## src/rtl/enc_pkg.sv

```systemverilog
// Shared types and constants for the JPEG encode scheduler.
// Holds FSM states, component indices and code-word widths.
package enc_pkg;

    typedef enum logic [1:0] {
        IDLE,
        SETUP,
        REQ,
        DRAIN
    } enc_state_e;

    localparam logic [1:0] COMP_Y  = 2'd0;
    localparam logic [1:0] COMP_CB = 2'd1;
    localparam logic [1:0] COMP_CR = 2'd2;

    localparam int ENC_LAT_DEFAULT = 5;

    localparam int ELEN_W  = 6;
    localparam int EDATA_W = 32;

endpackage

```

## src/rtl/enc_stream_merge.sv

```systemverilog
// Registered OR-merge of N encoder length/data pairs into one stream.
// Ports: clk, rst (async active-low), elen_i/edata_i (N packed
// pairs, lane 0 in the low bits), len_o/data_o/valid_o (merged).
module enc_stream_merge
    import enc_pkg::*;
#(
    parameter int N = 3
) (
    input  logic                   clk,
    input  logic                   rst,
    input  logic [N*ELEN_W-1:0]    elen_i,
    input  logic [N*EDATA_W-1:0]   edata_i,
    output logic [ELEN_W-1:0]      len_o,
    output logic [EDATA_W-1:0]     data_o,
    output logic                   valid_o
);

    logic [ELEN_W-1:0]  len_d;
    logic [ELEN_W-1:0]  len_q;
    logic [EDATA_W-1:0] data_d;
    logic [EDATA_W-1:0] data_q;
    logic               valid_q;

    // Idle encoders drive zero and only one is active per cycle,
    // so a plain OR is a lossless merge.
    always_comb begin
        len_d  = '0;
        data_d = '0;
        for (int i = 0; i < N; i++) begin
            len_d  = len_d  | elen_i[i*ELEN_W +: ELEN_W];
            data_d = data_d | edata_i[i*EDATA_W +: EDATA_W];
        end
    end

    always_ff @(posedge clk or negedge rst) begin
        if (!rst) begin
            len_q   <= '0;
            data_q  <= '0;
            valid_q <= 1'b0;
        end else begin
            len_q   <= len_d;
            data_q  <= data_d;
            valid_q <= (len_d != '0);
        end
    end

    assign len_o   = len_q;
    assign data_o  = data_q;
    assign valid_o = valid_q;

endmodule

```

## src/rtl/encode_scheduler.sv

```systemverilog
// Walks one MCU row, granting Y/Cb/Cr encoders in turn and merging
// their codes into one ordered stream for the bit packer.
// Ports: clk, rst (async active-low), row_done, vsync (inputs);
// e_x_mcu, ereq (encoder control); elen_*/edata_* (encoder codes);
// out_valid/out_len/out_data (merged stream); busy, row_end, overrun.
module encode_scheduler
    import enc_pkg::*;
#(
    parameter int H_MCU      = 160,
    parameter int ENC_CYCLES = 29,
    parameter int SETUP_CYC  = 2,
    parameter int ENC_LAT    = ENC_LAT_DEFAULT
) (
    input  logic               clk,
    input  logic               rst,
    input  logic               row_done,
    input  logic               vsync,
    output logic [7:0]         e_x_mcu,
    output logic [2:0]         ereq,
    input  logic [ELEN_W-1:0]  elen_y,
    input  logic [ELEN_W-1:0]  elen_cb,
    input  logic [ELEN_W-1:0]  elen_cr,
    input  logic [EDATA_W-1:0] edata_y,
    input  logic [EDATA_W-1:0] edata_cb,
    input  logic [EDATA_W-1:0] edata_cr,
    output logic               out_valid,
    output logic [ELEN_W-1:0]  out_len,
    output logic [EDATA_W-1:0] out_data,
    output logic               busy,
    output logic               row_end,
    output logic               overrun
);

    localparam int CNT_W = 7;

    localparam logic [CNT_W-1:0] SETUP_LAST = CNT_W'(SETUP_CYC - 1);
    localparam logic [CNT_W-1:0] ENC_LAST   = CNT_W'(ENC_CYCLES - 1);
    localparam logic [CNT_W-1:0] DRAIN_LAST = CNT_W'(ENC_LAT);
    localparam logic [7:0]       X_LAST     = 8'(H_MCU - 1);

    enc_state_e       state_q;
    logic [CNT_W-1:0] cnt_q;
    logic [1:0]       comp_q;
    logic [7:0]       x_q;
    logic [2:0]       ereq_q;
    logic             busy_q;
    logic             row_end_q;
    logic             overrun_q;

    always_ff @(posedge clk or negedge rst) begin
        if (!rst) begin
            state_q   <= IDLE;
            cnt_q     <= '0;
            comp_q    <= COMP_Y;
            x_q       <= '0;
            ereq_q    <= '0;
            busy_q    <= 1'b0;
            row_end_q <= 1'b0;
            overrun_q <= 1'b0;
        end else if (vsync) begin
            // Frame boundary abandons the row without a row_end.
            state_q   <= IDLE;
            cnt_q     <= '0;
            comp_q    <= COMP_Y;
            x_q       <= '0;
            ereq_q    <= '0;
            busy_q    <= 1'b0;
            row_end_q <= 1'b0;
            overrun_q <= 1'b0;
        end else begin
            row_end_q <= 1'b0;
            if (row_done && busy_q) begin
                overrun_q <= 1'b1;
            end
            unique case (state_q)
                IDLE: begin
                    if (row_done) begin
                        state_q <= SETUP;
                        x_q     <= '0;
                        cnt_q   <= '0;
                        busy_q  <= 1'b1;
                    end
                end
                SETUP: begin
                    if (cnt_q == SETUP_LAST) begin
                        state_q <= REQ;
                        cnt_q   <= '0;
                        comp_q  <= COMP_Y;
                        ereq_q  <= 3'b001;
                    end else begin
                        cnt_q <= cnt_q + 1'b1;
                    end
                end
                REQ: begin
                    if (cnt_q == ENC_LAST) begin
                        cnt_q <= '0;
                        if (comp_q != COMP_CR) begin
                            // Back-to-back windows: no gap cycle.
                            comp_q <= comp_q + 2'd1;
                            ereq_q <= {ereq_q[1:0], 1'b0};
                        end else begin
                            comp_q <= COMP_Y;
                            ereq_q <= '0;
                            if (x_q == X_LAST) begin
                                state_q <= DRAIN;
                            end else begin
                                x_q     <= x_q + 8'd1;
                                state_q <= SETUP;
                            end
                        end
                    end else begin
                        cnt_q <= cnt_q + 1'b1;
                    end
                end
                DRAIN: begin
                    // Wait out encoder latency plus the merge stage.
                    if (cnt_q == DRAIN_LAST) begin
                        state_q   <= IDLE;
                        cnt_q     <= '0;
                        busy_q    <= 1'b0;
                        row_end_q <= 1'b1;
                    end else begin
                        cnt_q <= cnt_q + 1'b1;
                    end
                end
                default: begin
                    state_q <= IDLE;
                end
            endcase
        end
    end

    enc_stream_merge #(
        .N (3)
    ) u_merge (
        .clk     (clk),
        .rst     (rst),
        .elen_i  ({elen_cr, elen_cb, elen_y}),
        .edata_i ({edata_cr, edata_cb, edata_y}),
        .len_o   (out_len),
        .data_o  (out_data),
        .valid_o (out_valid)
    );

    assign e_x_mcu = x_q;
    assign ereq    = ereq_q;
    assign busy    = busy_q;
    assign row_end = row_end_q;
    assign overrun = overrun_q;

endmodule

```

## config.mk

```make
export PLATFORM = sky130hd
export DESIGN_NAME = encode_scheduler
export DESIGN_NICKNAME = d
export VERILOG_FILES = /design/src/rtl/enc_pkg.sv /design/src/rtl/enc_stream_merge.sv /design/src/rtl/encode_scheduler.sv
export SDC_FILE = /design/constraint.sdc
export NUM_CORES = 1
export LEC_CHECK = 0
export ABC_AREA = 1
export CAP_MARGIN = 25
export CELL_PAD_IN_SITES_DETAIL_PLACEMENT = 0
export CELL_PAD_IN_SITES_GLOBAL_PLACEMENT = 1
export CORE_MARGIN = 4
export CORE_UTILIZATION = 24
export DETAILED_ROUTE_END_ITERATION = 7
export HOLD_SLACK_MARGIN = 0.08
export PLACE_DENSITY = 0.77
export SLEW_MARGIN = 10
export SYNTH_ARGS = -nofsm -noshare
export SYNTH_HDL_FRONTEND = slang
export SYNTH_SLANG_ARGS = --single-unit
```

## constraint.sdc

```tcl
create_clock -name clk -period 1.4 [get_ports clk]
set_input_delay 0.21 -clock clk [delete_from_list [all_inputs] [get_ports clk]]
set_output_delay 0.21 -clock clk [all_outputs]
set_load 0.05 [all_outputs]
```

==> results.py, run 1 <==
metrics = {
    "timing": {
        "tightest_slew_ns": 0.346,
        "fin_setup_tns_ns": -1.70,
        "fin_crit_ns": 1.53,
        "period_share_pct": 109,
        "setup_viol": 22,
        "final.setup.worst_slack_ns": -0.128,
        "fmax_ghz": 0.654,
        "slew_headroom_pct": 77.0,
        "finalHoldViolCount": 0,
        "drv_slew": 0,
        "rsz0062_at_grt": "true",
        "skew_ns": 0.00798,
    },
    "final_layout": {
        "area.sequential_mm2": 0.00161,
        "n_fill_cell": 1035,
        "multi_input_area_mm2": 0.00123,
        "final_layout_size_suffix_gt1_share_pct": 26.5,
        "fin_nets": 653,
        "area_growth_pct": 105,
        "fin_cells": 679,
        "postLayoutCellArea_mm2": 0.00590,
        "antenna_cells": 0,
    },
    "pwr": {
        "powerDensity_mw_per_mm2": 1120,
        "worst_ir_drop_vdd_uv": 478,
        "leakagePower_nw": 2.58,
        "total_power_w": 0.00663,
    },
    "worst_setup_path": {
        "crit_type": "reg2reg",
        "startpoint_type": "flip-flop",
        "cp_max_fo": 5,
        "required_ns": 1.60,
        "cp-end-kind": "flip-flop",
        "worst_ep_arrival_time_ns": 1.73,
    },
    "global_routing": {
        "grt_max_degree": 65,
        "overflow": 0,
        "grt_pass1_vias": 3112,
        "grt_pass1_wl_um": 14800,
        "grt_usage_pct": 13.2,
        "antenna_found_initial": 0,
    },
    "routing": {
        "totalWireLength_um": 8760,
        "first_pass_iters": 5,
        "wl_per_cell_um": 12.9,
        "vias": 2942,
        "via_per_inst": 4.33,
        "remaining_drc_errors": 0,
        "drt_iter0_drc": 108,
        "postRouteAntennaNets": 0,
    },
    "yosys": {
        "synth_area_leaders": "dfrtp_1 56%, nand2_1 13%, or3_1 8.3%",
        "yosysMostFrequentCell": "nand2_1",
        "synth_fp_nets": 446,
        "synthArstFlopShare_pct": 100,
        "yosys.area.top_type": "dfrtp_1",
        "synth_common_cells": "96 x nand2_1, 64 x dfrtp_1, 38 x or3_1",
        "netlist_instances": 324,
        "yosys_register_bits": 64,
        "synth.distinct_cells": 26,
        "yosysWarnings": 0,
        "ys.flop_type": "dfrtp_1",
        "netlist_area_mm2": 0.00288,
        "avgSynthCellArea_um2": 8.89,
        "yosysTopAreaCellShare_pct": 55.6,
        "yosysSeqAreaShare_pct": 55.6,
        "synth_edf_count": 0,
    },
    "place": {
        "place_worst_setup_slack_ns": -0.184,
        "placed_area_mm2": 0.00550,
        "placedCellCount": 657,
        "routabilityCongestion": 0.776,
        "hpwl_um": 7130,
        "portBuffers": 170,
    },
    "floorplanning": {
        "core.rowCount": 39,
        "fp.dieW_um": 118,
        "chipHeight_um": 118,
        "num_io_pins": 171,
        "design.core.area_mm2": 0.0116,
        "start_util_pct": 24.9,
        "dieArea_mm2": 0.0138,
    },
    "cts": {
        "clkTransAtPathRegs_ns": 0.05,
        "cts_buffer_depth": 2,
        "tritoncts": "done",
        "h-tree-depth": 3,
        "root_buffer": "clkbuf_16",
        "insertion_delay_ns": 0.32,
        "cts.sinks": 64,
        "cts-buffers-inserted": 9,
    },
    "run_status": {
        "violations": "negative setup slack",
        "outcome": "complete, but fails checks",
    },
    "hold_path": {
        "hp-class": "in2async",
    },
    "flow_run": {
        "max_cap_viol_count": 0,
    },
}
## sequential cells by signal (all words and copies together), names as in the netlist
| name | count |
|---|---|
| state_q | 2 |
| cnt_q | 7 |
| u_merge.len_o | 6 |
| u_merge.data_o | 32 |
| e_x_mcu | 8 |
| u_merge.valid_o | 1 |
| ereq | 3 |
| row_end | 1 |
| busy | 1 |
| comp_q | 2 |
| overrun | 1 |
## power by group
part	switching (W)	leakage, nW	internal, W
clock network	0.000744	0.146	0.00142
logic	0.00123	1.74	0.00108
registers	0.000166	0.700	0.00200
## worst max-delay path, cell delays in order (launching register included)
cell and delay [ns]:
dfrtp_1 0.41, inv_2 0.09, ha_4 0.13, nand2_2 0.04
nor2_1 0.09, nand2_1 0.11, nand2_1 0.09, nand2_2 0.09
nand2_4 0.14, nand2_4 0.10, nand2_2 0.07, nand2_1 0.05
## through the flow
stage               hold slack (ns)  utilization, %
finish                        0.406            51.0
CTS                           0.442            50.5
floorplan                   -0.0856               -
detailed placement            0.261            47.6
global placement              0.252            47.6
global route                  0.446            51.0
## area by class of cell
cell class                      instances  share of cell area [%]
Sequential cell                        64                    27.3
Tap cell                              143                    3.03
Timing Repair Buffer                  198                    41.8
Clock inverter                          4                   0.764
Clock buffer                           12                    4.18
Inverter                               33                    2.10
Multi-Input combinational cell        225                    20.8
## cell families (layout without fill, tap and decap cells)
family / count (synthesis) / after routing / synth area share (%)
flops: 64 / 64 / 55.6
fa+ha+maj: 4 / 4 / 1.74
buf+inv: 36 / 247 / 5.00
xor+xnor: 5 / 5 / 1.52
compound gates: 7 / 7 / 1.35
simple gates: 208 / 209 / 34.8
## final timing paths
kind                              start            endpoint  slack [ns]  cells past startpoint
max                            cnt_q[0]             ereq[0]       -0.13                     11
min                                 rst            cnt_q[4]        0.41                      3
max reg2reg                    cnt_q[0]             ereq[0]       -0.13                     11
min reg2reg                   comp_q[0]           comp_q[0]        0.52                      2
max in group asynchronous           rst          e_x_mcu[6]        0.67                      3
min in group clk           edata_cr[25]  u_merge.data_o[25]        0.45                      2
## cell usage in the layout, fill, tap and decap left out, types with 2 or more instances in the layout
cell type and count:
nor3_2 2, inv_2 4, nand3_2 3, nand2_2 14, nor2_1 28, dfrtp_2 9, ha_4 2, clkdlybuf4s50_1 116
inv_1 28, nand2_4 3, nand4_1 4, xor2_1 4, clkbuf_1 2, ha_1 2, clkbuf_16 9, clkinv_2 3
buf_12 55, buf_4 25, or3_1 38, nand3_1 17, o21ai_0 4, nor2_2 3, nor3_1 4, nor2_4 3
a21oi_1 2, nand2_1 87, dfrtp_1 55
## per-layer routing
metal  vias to the layer above  share of wire [%]  GRT usage (%)
met5                         -                  0              0
met4                         0                1.2           3.96
met3                         6                9.8           6.20
met2                       112                 51           22.9
met1                      1371                 38           14.4
li1                       1453                  -              -
## timing repair
action / 4_1_cts / 5_1_grt
pin swaps: 8 / 11
setup endpoints to repair: 22 / 23
hold endpoints to repair: 64 / 0
cloned: 1 / 0
hold buffers: 1 / 0
resized for setup: 5 / 13
buffers inserted: 2 / 2
Power figures use the tool's default switching activity.
==> inputs of run 2 (changes only) <==
--- a/config.mk
+++ b/config.mk
@@ -14,7 +14,7 @@
 export DETAILED_ROUTE_END_ITERATION = 7
 export HOLD_SLACK_MARGIN = 0.08
 export PLACE_DENSITY = 0.77
-export SLEW_MARGIN = 10
+export SETUP_SLACK_MARGIN = 0.4
 export SYNTH_ARGS = -nofsm -noshare
 export SYNTH_HDL_FRONTEND = slang
 export SYNTH_SLANG_ARGS = --single-unit
==> run 2 against run 1 <==
The flow still finishes with violations (negative setup slack). Worst hold slack improved by 0.035 ns. Core utilization grew 1.4 points. Via count is 1.2% higher. Non-clock buffer count up 15. Total power rose by 3.1%.
==> results.py, run 2 (same netlist as run 1, synthesis figures left out) <==
metrics = {
    "floorplanning": {
        "design.core.area_mm2": 0.0116,
        "core.rowCount": 39,
        "dieArea_mm2": 0.0138,
        "start_util_pct": 24.9,
        "num_io_pins": 171,
        "fp.dieW_um": 118,
        "chipHeight_um": 118,
    },
    "run_status": {
        "violations": "negative setup slack",
        "outcome": "complete, but fails checks",
    },
    "cts": {
        "insertion_delay_ns": 0.33,
        "tritoncts": "done",
        "root_buffer": "clkbuf_16",
        "clkTransAtPathRegs_ns": 0.06,
        "cts_buffer_depth": 2,
        "cts.sinks": 64,
        "h-tree-depth": 3,
        "cts-buffers-inserted": 9,
    },
    "hold_path": {
        "min_path_cells": 2,
        "hold_end": "u_merge.data_o[11]",
        "hp-start": "edata_cr[11]",
        "hp-class": "in2reg",
    },
    "final_layout": {
        "final_layout_size_suffix_gt1_share_pct": 29.8,
        "largest_reg_flops": 32,
        "final_common_cell": "clkdlybuf4s50_1",
        "antenna_cells": 0,
        "area_growth_pct": 111,
        "fin_nets": 668,
        "most-common-layout-cells": "116 x clkdlybuf4s50_1, 88 x nand2_1, 55 x dfrtp_1",
    },
    "place": {
        "portBuffers": 170,
        "routabilityCongestion": 0.803,
        "hpwl_um": 7490,
    },
    "timing": {
        "drv_slew": 0,
        "tightest_slew_ns": 0.474,
        "fin_setup_tns_ns": -1.73,
        "finalHoldViolCount": 0,
        "setup_viol": 22,
        "slew_headroom_pct": 68.4,
        "fmax_ghz": 0.656,
        "rsz0062_at_grt": "true",
        "period_share_pct": 109,
        "skew_ns": 0.00518,
        "final.setup.worst_slack_ns": -0.124,
        "fin_crit_ns": 1.52,
    },
    "pwr": {
        "leakagePower_nw": 2.67,
        "total_power_w": 0.00684,
        "powerDensity_mw_per_mm2": 1130,
        "worst_ir_drop_vdd_uv": 530,
    },
    "routing": {
        "drt_iter0_drc": 77,
        "wl_per_cell_um": 13.4,
        "vias": 2976,
        "remaining_drc_errors": 0,
        "totalWireLength_um": 9270,
        "postRouteAntennaNets": 0,
        "via_per_inst": 4.29,
        "first_pass_iters": 4,
    },
    "worst_setup_path": {
        "startpoint_type": "flip-flop",
        "r2r_setup_slack_ns": -0.12,
        "cp-end-kind": "flip-flop",
        "crit_path_cell_trace": "buf_4 > buf_4 > ha_1 > inv_1 > nor3_1 > nand2_1 > xor2_1 > nand2_1 > nand2_1",
        "critical_path_buf_inv_count": 3,
        "cp_max_fo": 3,
        "crit_top_cell": "nand2_1",
        "worst_ep_arrival_time_ns": 1.75,
        "cpPeakStageDelay_ns": 0.37,
        "r2r-start": "cnt_q[1]",
        "r2r-end": "cnt_q[6]",
        "crit_type": "reg2reg",
        "required_ns": 1.62,
        "slowest_stage": "dfrtp_1",
        "reg2reg_depth": 9,
        "crit_family": "simple AND/OR/NAND/NOR gates",
    },
    "global_routing": {
        "grt_max_degree": 36,
        "grt_usage_pct": 13.8,
        "grt_pass1_wl_um": 15300,
        "antenna_found_initial": 0,
        "grt_pass1_vias": 3152,
        "overflow": 0,
    },
    "flow_run": {
        "max_cap_viol_count": 0,
    },
}
## run 2: cell types whose count changed in the layout (fill, tap and decap cells not counted), sizes merged
cell,before,now
buf,81,96
clkinv,4,3
## run 2: routing by layer
layer  vias to the layer above  routed length (um)  track usage [%]
li1                       1482                   -                -
met1                      1360                3390             14.4
met2                       118                4950             25.4
met3                        16                 722             4.47
met4                         0                 209             6.08
met5                         -                   0                0
## run 2: how the worst max path moves through the flow
stage / start / to / slack [ns] / cells after the start
after global routing: cnt_q[1] / cnt_q[4] / -0.23 / 11
after detailed placement: vsync / e_x_mcu[6] / -0.23 / 9
final: cnt_q[1] / cnt_q[6] / -0.12 / 9
after CTS: cnt_q[0] / cnt_q[1] / -0.09 / 11
after floorplan: e_x_mcu[0] / e_x_mcu[1] / -0.03 / 8
after global placement: vsync / e_x_mcu[2] / -0.18 / 9
## run 2: stage by stage
stage	instances	hold WS, ns	util [%]	setup WS, ns	instance area [um2]
floorplan	324	-0.0856	-	-0.0290	2920
detailed placement	659	0.249	47.5	-0.228	5500
finish	693	0.442	52.5	-0.124	6070
CTS	687	0.431	51.3	-0.0938	5940
global route	693	0.442	52.5	-0.230	6070
global placement	659	0.244	47.5	-0.176	5500
## run 2: final cells by class
type                       instances  area [um2]
clock buffer                      12         267
clock inverter                     3        40.0
fill                            1033        5500
inverter                          33         124
multi-input combinational        225        1270
sequential                        64        1610
tap                              143         179
timing repair buffer             213        2580
## run 2: repair_timing
item,4_1_cts,5_1_grt
cloned,1,0
hold endpoints to repair,64,0
hold buffers,1,0
pin swaps,5,16
endpoints found under the setup margin,77,78
gates resized for setup,13,21
buffers inserted,11,6
## run 2: power breakdown
| group | internal [W] | switching, W |
|---|---|---|
| registers | 0.00200 | 0.000163 |
| clock network | 0.00151 | 0.000790 |
| logic | 0.00114 | 0.00125 |
| total | 0.00464 | 0.00220 |
==> inputs of run 3 (changes only) <==
--- a/config.mk
+++ b/config.mk
@@ -11,9 +11,10 @@
 export CELL_PAD_IN_SITES_GLOBAL_PLACEMENT = 1
 export CORE_MARGIN = 4
 export CORE_UTILIZATION = 24
+export CTS_CLUSTER_DIAMETER = 50
 export DETAILED_ROUTE_END_ITERATION = 7
 export HOLD_SLACK_MARGIN = 0.08
-export PLACE_DENSITY = 0.77
+export PLACE_DENSITY = 0.86
 export SETUP_SLACK_MARGIN = 0.4
 export SYNTH_ARGS = -nofsm -noshare
 export SYNTH_HDL_FRONTEND = slang
==> run 3 against run 2 <==
The run still ends with negative setup slack left. Total power shrank 0.97%. Register-to-register slack is essentially flat. Die area is the same. Sequential cell count is the same. Design area grew 0.47%. Via count grew 1.6%. First-iteration DRC count grew 34%. Maximum frequency grew 0.80%. Critical endpoint is now cnt_q[0]. Highest routed layer unchanged.
==> results.py, run 3 (same netlist as run 1, synthesis figures left out) <==
metrics = {
    "cts": {
        "cts-buffers-inserted": 9,
        "root_buffer": "clkbuf_16",
        "clkTransAtPathRegs_ns": 0.06,
        "h-tree-depth": 3,
        "cts.sinks": 64,
        "tritoncts": "done",
        "cts_buffer_depth": 2,
        "insertion_delay_ns": 0.32,
    },
    "routing": {
        "met2_length_um": 4980,
        "totalWireLength_um": 9130,
        "vias": 3024,
        "first_pass_iters": 5,
        "postRouteAntennaNets": 0,
        "top_layer": "met4",
        "drt_iter0_drc": 103,
        "remaining_drc_errors": 0,
        "via_per_inst": 4.34,
        "wl_met1_um": 3100,
        "wl_met3_um": 860,
        "wl_per_cell_um": 13.1,
    },
    "pwr": {
        "intPower_w": 0.00459,
        "clockPowerShare_pct": 32.5,
        "switching_share_pct": 32.1,
        "worst_ir_drop_vdd_uv": 464,
        "seq_power_share_pct": 31.9,
        "switchingPower_w": 0.00218,
        "power_frac_comb_pct": 35.6,
        "powerDensity_mw_per_mm2": 1110,
        "leakagePower_nw": 2.67,
    },
    "timing": {
        "fin_crit_ns": 1.51,
        "rsz0062_at_grt": "true",
        "skew_ns": 0.00448,
        "fmax_ghz": 0.661,
        "tightest_slew_ns": 0.339,
        "final.setup.worst_slack_ns": -0.112,
        "finalHoldViolCount": 0,
        "setup_viol": 22,
        "drv_slew": 0,
        "period_share_pct": 108,
        "slew_headroom_pct": 77.4,
    },
    "place": {
        "placed_area_mm2": 0.00552,
        "hpwl_um": 7350,
        "routabilityCongestion": 0.816,
        "portBuffers": 170,
        "place_worst_setup_slack_ns": -0.212,
        "placedCellCount": 660,
    },
    "worst_setup_path": {
        "crit_top_cell": "buf_4",
        "cpPeakStageDelay_ns": 0.39,
        "reg2reg_depth": 10,
        "required_ns": 1.61,
        "r2r-end": "cnt_q[0]",
        "startpoint_type": "flip-flop",
        "cp_max_fo": 3,
        "cp-end-kind": "flip-flop",
        "crit_path_cell_trace": "inv_2 > buf_4 > buf_4 > buf_4 > buf_4 > buf_4 > buf_4 > buf_4 > nand2_2 > nand2_1",
        "slowest_stage": "dfrtp_1",
        "crit_start": "cnt_q[0]",
        "crit_type": "reg2reg",
        "endpoint": "cnt_q[0]",
        "r2r_setup_slack_ns": -0.11,
        "r2r-start": "cnt_q[0]",
        "worst_ep_arrival_time_ns": 1.73,
    },
    "final_layout": {
        "area.sequential_mm2": 0.00161,
        "largest_reg_flops": 32,
        "final_layout_size_suffix_gt1_share_pct": 31.6,
        "n_fill_cell": 982,
        "final_common_cell": "clkdlybuf4s50_1",
        "most-common-layout-cells": "116 x clkdlybuf4s50_1, 86 x nand2_1, 55 x dfrtp_1",
        "fin_cells": 697,
        "multi_input_area_mm2": 0.00127,
        "fin_nets": 671,
        "postLayoutCellArea_mm2": 0.00610,
        "area_growth_pct": 112,
        "finish.utilization_pct": 52.7,
        "antenna_cells": 0,
    },
    "floorplanning": {
        "core.rowCount": 39,
        "dieArea_mm2": 0.0138,
        "chipHeight_um": 118,
        "design.core.area_mm2": 0.0116,
        "fp.dieW_um": 118,
        "num_io_pins": 171,
        "start_util_pct": 24.9,
    },
    "global_routing": {
        "grt_pass1_wl_um": 15000,
        "antenna_found_initial": 0,
        "overflow": 0,
        "grt_max_degree": 62,
        "grt_pass1_vias": 3270,
        "grt_usage_pct": 13.3,
    },
    "flow_run": {
        "max_cap_viol_count": 0,
    },
    "hold_path": {
        "hp-class": "in2async",
    },
    "run_status": {
        "violations": "negative setup slack",
        "outcome": "complete, but fails checks",
    },
}
run 3: routing by layer:
metal / track usage (%) / vias to the layer above
met4: 5.71 / 0
met5: 0 / -
li1: - / 1494
met2: 24.8 / 111
met1: 12.8 / 1406
met3: 5.57 / 13
run 3: final cells by class:
type / count / share of cell area, %
clock buffer: 11 / 3.98
clock inverter: 5 / 0.924
inverter: 33 / 2.03
multi-input combinational: 225 / 20.8
sequential: 64 / 26.5
tap: 143 / 2.94
timing repair buffer: 216 / 42.9
run 3: worst min-delay path by stage:
stage          startpoint  depth (start not counted)                  to
2_1_floorplan         rst                          0                busy
3_3_place_gp          rst                          1  u_merge.data_o[28]
3_5_place_dp          rst                          1  u_merge.data_o[28]
4_1_cts               rst                          2  u_merge.data_o[28]
5_1_grt               rst                          2  u_merge.data_o[28]
6_report              rst                          2  u_merge.data_o[28]
run 3: what timing repair did:
item / in CTS / in global routing
setup endpoints to repair: 78 / 78
gates cloned: 1 / 0
pin swaps: 13 / 18
hold buffers: 1 / 0
setup buffers: 17 / 2
endpoints found under the hold margin: 64 / 0
resized for setup: 12 / 27
run 3: power groups by stage:
| stage | Clock, W | Sequential [W] | Combinational (W) |
|---|---|---|---|
| 6_report | 0.00220 | 0.00216 | 0.00241 |
| 3_3_place_gp | 0 | 0.00218 | 0.00212 |
| 3_5_place_dp | 0 | 0.00219 | 0.00216 |
| 2_1_floorplan | 0 | 0.00244 | 0.000803 |
| 5_1_grt | 0.00236 | 0.00218 | 0.00260 |
| 4_1_cts | 0.00227 | 0.00216 | 0.00234 |
run 3: per-stage QoR:
| step | total power (W) | hold slack, ns | TNS, ns |
|---|---|---|---|
| 2_1_floorplan | 0.00324 | -0.0856 | -0.206 |
| 3_3_place_gp | 0.00430 | 0.0245 | -2.91 |
| 4_1_cts | 0.00676 | 0.216 | -0.834 |
| 6_report | 0.00677 | 0.230 | -1.19 |
| 5_1_grt | 0.00714 | 0.257 | -3.79 |
| 3_5_place_dp | 0.00435 | 0.0280 | -3.62 |
run 3: worst max-delay path, delay by kind of cell, from the launching register on:
| family | cells | cell delay [ns] |
|---|---|---|
| buf+inv | 8 | 0.92 |
| simple gates | 2 | 0.10 |
| flops | 1 | 0.39 |
